==> config.mk <==
export PLATFORM = sky130hd
export DESIGN_NAME = imem_uart_loader
export DESIGN_NICKNAME = d
export VERILOG_FILES = /design/src/rtl/imem_uart_loader.sv
export SDC_FILE = /design/constraint.sdc
export NUM_CORES = 1
export LEC_CHECK = 0
export ABC_AREA = 1
export CAP_MARGIN = 10
export CORE_MARGIN = 3
export CORE_UTILIZATION = 45
export CTS_BUF_LIST = sky130_fd_sc_hd__clkbuf_8
export DETAILED_ROUTE_END_ITERATION = 10
export GPL_TIMING_DRIVEN = 0
export SLEW_MARGIN = 20
export SYNTH_ARGS = -nofsm -noshare
export SYNTH_HDL_FRONTEND = slang
export SYNTH_SLANG_ARGS = --single-unit
export TNS_END_PERCENT = 10
==> constraint.sdc <==
create_clock -name clk -period 4.5 [get_ports clk]
set_input_delay 0.45 -clock clk [delete_from_list [all_inputs] [get_ports clk]]
set_output_delay 0.45 -clock clk [all_outputs]
set_load 0.1 [all_outputs]
==> src/rtl/imem_uart_loader.sv <==
// imem_uart_loader: boot-time program loader for the instruction memory.
// It receives an image over UART (8N1, LSB first). The image is a 16-bit little-endian word
// count followed by that many 32-bit little-endian words. Each word is written through the
// imem write port. The core is held in reset until the whole image has been accepted.
// Optional feature macro IMEM_LOADER_CHECKSUM_EN: a trailing byte must equal the 8-bit sum
// of all data bytes before the core is released.
module imem_uart_loader #(
    parameter int unsigned CLKS_PER_BIT = 434,
    parameter int unsigned ADDR_WIDTH   = 10,
    parameter int unsigned DATA_WIDTH   = 32
) (
    input  logic                  clk,
    input  logic                  reset_n,
    input  logic                  uart_rx,
    output logic                  imem_we,
    output logic [ADDR_WIDTH-1:0] imem_addr,
    output logic [DATA_WIDTH-1:0] imem_wdata,
    output logic                  cpu_reset_n,
    output logic                  load_done,
    output logic                  load_err
);

    localparam int unsigned   CntW    = $clog2(CLKS_PER_BIT);
    localparam int unsigned   IdxW    = ADDR_WIDTH + 1;
    localparam logic [CntW-1:0] HalfBit = CntW'(CLKS_PER_BIT / 2);
    localparam logic [CntW-1:0] FullBit = CntW'(CLKS_PER_BIT - 1);
    localparam logic [16:0]   Depth   = 17'(2 ** ADDR_WIDTH);

    // ------------------------------------------------------------------
    // UART receive front end
    // ------------------------------------------------------------------
    typedef enum logic [1:0] {R_IDLE, R_START, R_DATA, R_STOP} rx_state_e;

    rx_state_e           rx_state_q, rx_state_d;
    logic                rx_meta_q, rx_sync_q, rx_prev_q;
    logic [CntW-1:0]     clk_cnt_q, clk_cnt_d;
    logic [2:0]          bit_cnt_q, bit_cnt_d;
    logic [7:0]          rx_shift_q, rx_shift_d;
    logic                byte_valid_q, byte_valid_d;
    logic                frame_err_q, frame_err_d;

    // Receiver next state: detect start edge, sample bits, check the stop bit.
    always_comb begin
        rx_state_d   = rx_state_q;
        clk_cnt_d    = clk_cnt_q;
        bit_cnt_d    = bit_cnt_q;
        rx_shift_d   = rx_shift_q;
        byte_valid_d = 1'b0;
        frame_err_d  = 1'b0;
        unique case (rx_state_q)
            R_IDLE: begin
                if (rx_prev_q && !rx_sync_q) begin
                    rx_state_d = R_START;
                    clk_cnt_d  = '0;
                    bit_cnt_d  = '0;
                end
            end
            R_START: begin
                if (clk_cnt_q == HalfBit) begin
                    clk_cnt_d  = '0;
                    // A line that is high again mid start bit was only a glitch.
                    rx_state_d = rx_sync_q ? R_IDLE : R_DATA;
                end else begin
                    clk_cnt_d = clk_cnt_q + CntW'(1);
                end
            end
            R_DATA: begin
                if (clk_cnt_q == FullBit) begin
                    clk_cnt_d  = '0;
                    rx_shift_d = {rx_sync_q, rx_shift_q[7:1]};
                    bit_cnt_d  = bit_cnt_q + 3'd1;
                    if (bit_cnt_q == 3'd7) begin
                        rx_state_d = R_STOP;
                    end
                end else begin
                    clk_cnt_d = clk_cnt_q + CntW'(1);
                end
            end
            R_STOP: begin
                if (clk_cnt_q == FullBit) begin
                    clk_cnt_d    = '0;
                    rx_state_d   = R_IDLE;
                    byte_valid_d = rx_sync_q;
                    frame_err_d  = !rx_sync_q;
                end else begin
                    clk_cnt_d = clk_cnt_q + CntW'(1);
                end
            end
            default: rx_state_d = R_IDLE;
        endcase
    end

    // Receiver state, input synchronizer and edge-detect history.
    always_ff @(posedge clk or negedge reset_n) begin
        if (!reset_n) begin
            rx_meta_q    <= 1'b1;
            rx_sync_q    <= 1'b1;
            rx_prev_q    <= 1'b1;
            rx_state_q   <= R_IDLE;
            clk_cnt_q    <= '0;
            bit_cnt_q    <= '0;
            rx_shift_q   <= '0;
            byte_valid_q <= 1'b0;
            frame_err_q  <= 1'b0;
        end else begin
            rx_meta_q    <= uart_rx;
            rx_sync_q    <= rx_meta_q;
            rx_prev_q    <= rx_sync_q;
            rx_state_q   <= rx_state_d;
            clk_cnt_q    <= clk_cnt_d;
            bit_cnt_q    <= bit_cnt_d;
            rx_shift_q   <= rx_shift_d;
            byte_valid_q <= byte_valid_d;
            frame_err_q  <= frame_err_d;
        end
    end

    // ------------------------------------------------------------------
    // Image loader
    // ------------------------------------------------------------------
    typedef enum logic [2:0] {
        L_LEN0,
        L_LEN1,
        L_DATA,
        L_WRITE,
`ifdef IMEM_LOADER_CHECKSUM_EN
        L_CSUM,
`endif
        L_DONE,
        L_ERR
    } ld_state_e;

    ld_state_e             ld_state_q, ld_state_d;
    logic [7:0]            len_lo_q, len_lo_d;
    logic [15:0]           len_q, len_d;
    logic [IdxW-1:0]       idx_q, idx_d;
    logic [1:0]            byte_idx_q, byte_idx_d;
    logic                  imem_we_q, imem_we_d;
    logic [ADDR_WIDTH-1:0] imem_addr_q, imem_addr_d;
    logic [DATA_WIDTH-1:0] imem_wdata_q, imem_wdata_d;
    logic                  cpu_reset_n_q, cpu_reset_n_d;
    logic                  load_done_q, load_done_d;
    logic                  load_err_q, load_err_d;
`ifdef IMEM_LOADER_CHECKSUM_EN
    logic [7:0]            sum_q, sum_d;
`endif

    logic [15:0] len_full;
    logic        len_bad;
    logic        last_word;

    assign len_full  = {rx_shift_q, len_lo_q};
    assign len_bad   = (len_full == 16'd0) || (17'(len_full) > Depth);
    // Index is one bit wider than the address so a full-depth image cannot wrap.
    assign last_word = (17'(idx_q) + 17'd1) == 17'(len_q);

    // Loader next state: length header, byte assembly, word write, completion.
    always_comb begin
        ld_state_d    = ld_state_q;
        len_lo_d      = len_lo_q;
        len_d         = len_q;
        idx_d         = idx_q;
        byte_idx_d    = byte_idx_q;
        imem_we_d     = 1'b0;
        imem_addr_d   = imem_addr_q;
        imem_wdata_d  = imem_wdata_q;
        cpu_reset_n_d = cpu_reset_n_q;
        load_done_d   = load_done_q;
        load_err_d    = load_err_q;
`ifdef IMEM_LOADER_CHECKSUM_EN
        sum_d         = sum_q;
`endif
        unique case (ld_state_q)
            L_LEN0: begin
`ifdef IMEM_LOADER_CHECKSUM_EN
                sum_d = '0;
`endif
                if (byte_valid_q) begin
                    len_lo_d   = rx_shift_q;
                    ld_state_d = L_LEN1;
                end
            end
            L_LEN1: begin
                if (byte_valid_q) begin
                    len_d      = len_full;
                    idx_d      = '0;
                    byte_idx_d = '0;
                    if (len_bad) begin
                        ld_state_d = L_ERR;
                        load_err_d = 1'b1;
                    end else begin
                        ld_state_d = L_DATA;
                    end
                end
            end
            L_DATA: begin
                if (byte_valid_q) begin
                    imem_wdata_d[{byte_idx_q, 3'b000} +: 8] = rx_shift_q;
                    byte_idx_d = byte_idx_q + 2'd1;
`ifdef IMEM_LOADER_CHECKSUM_EN
                    sum_d = sum_q + rx_shift_q;
`endif
                    if (byte_idx_q == 2'd3) begin
                        ld_state_d  = L_WRITE;
                        imem_we_d   = 1'b1;
                        imem_addr_d = idx_q[ADDR_WIDTH-1:0];
                    end
                end
            end
            L_WRITE: begin
                idx_d = idx_q + IdxW'(1);
                if (last_word) begin
`ifdef IMEM_LOADER_CHECKSUM_EN
                    ld_state_d = L_CSUM;
`else
                    ld_state_d    = L_DONE;
                    cpu_reset_n_d = 1'b1;
                    load_done_d   = 1'b1;
`endif
                end else begin
                    ld_state_d = L_DATA;
                end
            end
`ifdef IMEM_LOADER_CHECKSUM_EN
            L_CSUM: begin
                if (byte_valid_q) begin
                    if (rx_shift_q == sum_q) begin
                        ld_state_d    = L_DONE;
                        cpu_reset_n_d = 1'b1;
                        load_done_d   = 1'b1;
                    end else begin
                        ld_state_d = L_ERR;
                        load_err_d = 1'b1;
                    end
                end
            end
`endif
            L_DONE: ;
            L_ERR:  ;
            default: ld_state_d = L_ERR;
        endcase

        // A framing error anywhere in an active load kills it.
        if (frame_err_q && (ld_state_q != L_DONE) && (ld_state_q != L_ERR)) begin
            ld_state_d    = L_ERR;
            load_err_d    = 1'b1;
            imem_we_d     = 1'b0;
            cpu_reset_n_d = 1'b0;
            load_done_d   = 1'b0;
        end
    end

    // Loader state and registered outputs.
    always_ff @(posedge clk or negedge reset_n) begin
        if (!reset_n) begin
            ld_state_q    <= L_LEN0;
            len_lo_q      <= '0;
            len_q         <= '0;
            idx_q         <= '0;
            byte_idx_q    <= '0;
            imem_we_q     <= 1'b0;
            imem_addr_q   <= '0;
            imem_wdata_q  <= '0;
            cpu_reset_n_q <= 1'b0;
            load_done_q   <= 1'b0;
            load_err_q    <= 1'b0;
`ifdef IMEM_LOADER_CHECKSUM_EN
            sum_q         <= '0;
`endif
        end else begin
            ld_state_q    <= ld_state_d;
            len_lo_q      <= len_lo_d;
            len_q         <= len_d;
            idx_q         <= idx_d;
            byte_idx_q    <= byte_idx_d;
            imem_we_q     <= imem_we_d;
            imem_addr_q   <= imem_addr_d;
            imem_wdata_q  <= imem_wdata_d;
            cpu_reset_n_q <= cpu_reset_n_d;
            load_done_q   <= load_done_d;
            load_err_q    <= load_err_d;
`ifdef IMEM_LOADER_CHECKSUM_EN
            sum_q         <= sum_d;
`endif
        end
    end

    assign imem_we     = imem_we_q;
    assign imem_addr   = imem_addr_q;
    assign imem_wdata  = imem_wdata_q;
    assign cpu_reset_n = cpu_reset_n_q;
    assign load_done   = load_done_q;
    assign load_err    = load_err_q;

endmodule

# [Yosys cells after proc, flatten, opt, wreduce, memory -nomap -nowiden]
# Index checks and enable logic that the tools add are counted.
[word_totals] ff_bits=112 in_bits=3 output_inout_bits=46 wordCells=128
[op_classes] addsub=6 n_lt_le_gt_ge=1 eq_ne=27 shifts=2 muxes=43 n_reduce_logical=30
[op_table] cell="$bwmux W32" n=1
[op_table] cell="$shift A8 B7 Y32 const A" n=1
[op_table] cell="$shiftx A8 B7 Y32" n=1
[op_table] cell="$mux W3" n=9
[op_table] cell="$mux W9" n=3
[op_table] cell="$pmux W9 S3" n=1
[op_table] cell="$pmux W11 S2" n=1
[op_table] cell="$ne A3 B3 Y1 const B" n=6
[op_table] cell="$eq A12 B16 Y1" n=1
[op_table] cell="$gt A16 B11 Y1 const B" n=1
[op_table] cell="$logic_not A16 Y1" n=1
[op_table] cell="$mux W2" n=8
[op_table] cell="$reduce_bool A2 Y1" n=8
[op_table] cell="$mux W1" n=15
[op_table] cell="$pmux W3 S5" n=1
[op_table] cell="$ne A2 B2 Y1 const B" n=7
[op_table] cell="$add A11 B1 Y12 const B" n=1
[op_table] cell="$reduce_and A2 Y1" n=6
[op_table] cell="$reduce_and A3 Y1" n=4
[op_table] cell="$add A11 B1 Y11 const B" n=1
[op_table] cell="$mux W11" n=1
[op_table] cell="$reduce_and A5 Y1" n=2
[op_table] cell="$add A9 B1 Y9 const B" n=1
[op_table] cell="$eq A3 B3 Y1 const B" n=3
[op_table] cell="other kinds (19)" n=25

# [Longest topological paths before layout]
[logic_depth] word_depth=6 mapped_depth=16 ltp_nobuf=16

# [Worst setup path after synthesis]
# OpenSTA, ideal clock, no wires.
[synth_path] path_type="reg-to-reg" from="register byte_idx_q[0]" to="register imem_wdata_q[16] (netlist: imem_wdata[16])" arrival_ns=1.827 slack_ns=2.603 path_stages_with_launch=8 synth_period_minus_slack_ns=1.897 cell_sequence="dfrtp_1 -> clkbuf_1 -> inv_1 -> ha_1 -> inv_1 -> nor3_1 -> nand3_1 -> nand2_1"
[synth_via] elab_chain_len=3 elab_cells_between_ends=4 cone_classes="add/sub: 1; shift: 2; mux: 1"
[synth_rtl] item="start: declaration" line_no="137" source="logic [1:0] byte_idx_q, byte_idx_d;"
[synth_rtl] item="start signal: assignment" line_no="275" source="byte_idx_q <= byte_idx_d;"
[synth_rtl] item="$neg A5 Y7 *" line_no="198" source="imem_wdata_d[{byte_idx_q, 3'b000} +: 8] = rx_shift_q;"
[synth_rtl] item="$shiftx A8 B7 Y32 / $shift A8 B7 Y32 (equally long branches)" line_no="198"
[synth_rtl] item="$bwmux W32 *" line_no="198"
[synth_rtl] item="end signal: assignment" line_no="278" source="imem_wdata_q <= imem_wdata_d;"
[synth_rtl] item="end: declaration" line_no="140" source="logic [DATA_WIDTH-1:0] imem_wdata_q, imem_wdata_d;"
# Mark *: on every way between the ends. The rest lies on a longest branch, timed or not.
# A chain may end at the register's enable or synchronous reset.

# [Worst setup path after layout]
[layout_path] from="register load_done_q (netlist: load_done)" to="output port load_done"
[layout_lines] item="start: declaration" line_no="142" source="logic load_done_q, load_done_d;"
[layout_lines] item="start signal: assignment" line_no="280" source="load_done_q <= load_done_d;"
[layout_lines] item="end: declaration" line_no="19" source="output logic load_done,"
# No word-level cell between the ends.

==> impl_metrics.env <==
export IMPL_die_y_um=116
export IMPL_p_leak_nw=3.04
export IMPL_h_tree_depth=3
export IMPL_yosysWarnings=0
export IMPL_antenna_found_initial=0
export IMPL_n_antenna_cell=0
export IMPL_setup_worst_path_class="flip-flop to output port"
export IMPL_vias_per_cell=5.13
export IMPL_synthArstFlopShare=1.00
export IMPL_peakVddDrop_v=0.000243
export IMPL_post_route_util=0.543
export IMPL_synth_seq_area_share=0.520
export IMPL_cts_resized=0
export IMPL_min_period_over_period=0.543
export IMPL_crit_path_start_kind="flip-flop"
export IMPL_drive_above_1_share=0.0682
export IMPL_vias=4420
export IMPL_instances_no_fill=862
export IMPL_postSynthAreaPerCell_um2=8.26
export IMPL_synth_flop_cell="dfrtp_1"
export IMPL_maxCapViolCount=0
export IMPL_core_area_mm2=0.0116
export IMPL_cts_tree="yes"
export IMPL_grt_first_pass_wirelength_mm=21.3
export IMPL_post_dp_hpwl_mm=9.18
export IMPL_ys_seq_elements=112
export IMPL_dieArea_mm2=0.0133
export IMPL_area_growth_pct=16.3
export IMPL_cp_max_fo=3
export IMPL_finalWeightedCongestion=0.907
export IMPL_placementRows=39
export IMPL_p_per_area_mw_per_mm2=298
export IMPL_cts_sinks=112
export IMPL_setup_viol=0
export IMPL_drc=0
export IMPL_tightest_slew_ps=996
export IMPL_end_kind="output port"
export IMPL_rr_worst_depth=7
export IMPL_rsz0062_at_grt="no"
export IMPL_yosysMostFrequentCell="nand2_1"
export IMPL_avgRoutedWirePerCell_um=14.3
export IMPL_hold_path_class="primary input to asynchronous set/reset pin"
export IMPL_io_buffers=48
export IMPL_worstReg2RegStart="byte_idx_q[0]$_DFFE_PN0P_"
export IMPL_finalHoldViolations=0
export IMPL_synth_distinct_cells=33
export IMPL_crit_arrival_ps=2000
export IMPL_synth_top_cells_by_count="nand2_1, dfrtp_1, o21ai_0"
export IMPL_fin_crit_ps=2450
export IMPL_synth_area_leaders="dfrtp_1, nand2_1, o21ai_0"
export IMPL_io_pins=49
export IMPL_n_fill_cell=1103
export IMPL_clkTransAtPathRegs_ps=100
export IMPL_root_buffer="clkbuf_8"
export IMPL_grt_max_degree=58
export IMPL_slew_violations=0
export IMPL_fin_nets=728
export IMPL_grt_overflow_total=0
export IMPL_yosysTopAreaCell="dfrtp_1"
export IMPL_clk_path_buf_depth=2
export IMPL_ctsHoldBuffers=0
export IMPL_dp_cells=846
export IMPL_synth_edff_count=0
export IMPL_clock_skew_ps=10.5
export IMPL_die_x_um=116
export IMPL_cp_data_required_time_ps=4050
export IMPL_status="completed"
export IMPL_reg2reg_to="imem_wdata[16]$_DFFE_PN0P_"
export IMPL_syn_cell_area_mm2=0.00540
export IMPL_relSlewSlack=0.334
export IMPL_routed_wl_mm=12.3
export IMPL_fmax_ghz=0.409
export IMPL_drt_iter0_drc=298
export IMPL_netlist_area_leader_share=0.505
export IMPL_finalSetupTns_ps=0
export IMPL_insertion_delay_ps=390
export IMPL_synth_fp_nets=668
export IMPL_cts_setup_buffers=0
export IMPL_grt_use_total=0.201
export IMPL_numCtsBuffers=9
export IMPL_grt_pass1_vias=4296
export IMPL_synthCells=654
export IMPL_start_util=0.467
export IMPL_final_antenna_net_count=0
export IMPL_dr_pass1_iters=4
export IMPL_reg2reg_setup_slack_ps=2200
## per-layer routing
layer	routed length (µm)	global-route usage
met1	5940	0.292
met2	5740	0.311
met3	525	0.0407
met4	114	0.0524
met5	0	0
## power by group
group          leakage (nW)  switching, W  internal, W
logic                  1.39      0.000134    0.0000672
registers              1.55     0.0000318      0.00103
clock network        0.0994      0.000350     0.000258
## cell type report
| cell class | count | area (µm²) | share of cell area |
|---|---|---|---|
| Sequential cell | 112 | 2810 | 0.447 |
| Multi-Input combinational cell | 450 | 2240 | 0.356 |
| Timing Repair Buffer | 49 | 509 | 0.0811 |
| Inverter | 79 | 297 | 0.0472 |
| Tap cell | 143 | 179 | 0.0285 |
| Clock buffer | 9 | 124 | 0.0197 |
| Clock inverter | 7 | 70.1 | 0.0112 |
| Buffer | 13 | 60.1 | 0.00956 |
## flip-flops by register name, indices dropped and copies added (netlist names), named ones only
register      count
imem_addr        10
rx_shift_q        8
len_lo_q          8
byte_idx_q        2
frame_err_q       1
imem_wdata       32
rx_prev_q         1
ld_state_q        3
load_done         1
byte_valid_q      1
clk_cnt_q         9
rx_meta_q         1
idx_q            11
load_err          1
rx_sync_q         1
rx_state_q        1
imem_we           1
bit_cnt_q         3
len_q            16
## cell usage in the layout (no fill, tap or decap), drive strengths merged, types with 7 or more instances in the layout
cell type / n
buf: 7
clkbuf: 17
clkdlybuf4s50: 47
dfrtp: 109
ha: 11
inv: 79
nand2: 185
nand3: 71
nor2: 49
nor3: 9
o21ai: 87
o22ai: 12
xor2: 8
## kinds of logic (layout without fill, tap and decap cells)
logic type	Yosys count	after routing	synth area share
and+or+nand+nor	322	322	0.268
xor gates and xnor gates	9	9	0.0146
adders and majority gates	11	11	0.0255
DFF	112	112	0.520
buffers and inverters	92	157	0.0660
AOI/OAI and AO/OA	108	108	0.106
## how the worst max path moves through the flow
stage / from / endpoint / slack, ps / depth (start not counted)
2_1_floorplan: byte_idx_q[0]$_DFFE_PN0P_ / imem_wdata[16]$_DFFE_PN0P_ / 2600 / 7
3_3_place_gp: reset_n / imem_wdata[3]$_DFFE_PN0P_ / -1270 / 1
3_5_place_dp: byte_idx_q[0]$_DFFE_PN0P_ / imem_wdata[16]$_DFFE_PN0P_ / 2210 / 7
4_1_cts: load_done$_DFFE_PN0P_ / load_done / 2020 / 2
5_1_grt: byte_idx_q[0]$_DFFE_PN0P_ / imem_wdata[19]$_DFFE_PN0P_ / 1880 / 7
6_report: load_done$_DFFE_PN0P_ / load_done / 2050 / 2
## critical path, cell delays in order, from the launching register on
cell             delay, ps
dfrtp_1                380
buf_4                  110
clkdlybuf4s50_1       1120
## per-stage QoR
step | worst slack (ps) | power [W] | instance area (µm²) | hold slack, ps
after floorplan | 2600 | 0.00122 | 5400 | 154
after global placement | -1270 | 0.00128 | 6060 | 346
after detailed placement | 2210 | 0.00129 | 6090 | 347
after CTS | 2020 | 0.00190 | 6280 | 23.4
after global routing | 1880 | 0.00197 | 6280 | 30.4
final | 2050 | 0.00187 | 6280 | 16.6
Note: power is estimated with default switching activity, not from simulation.
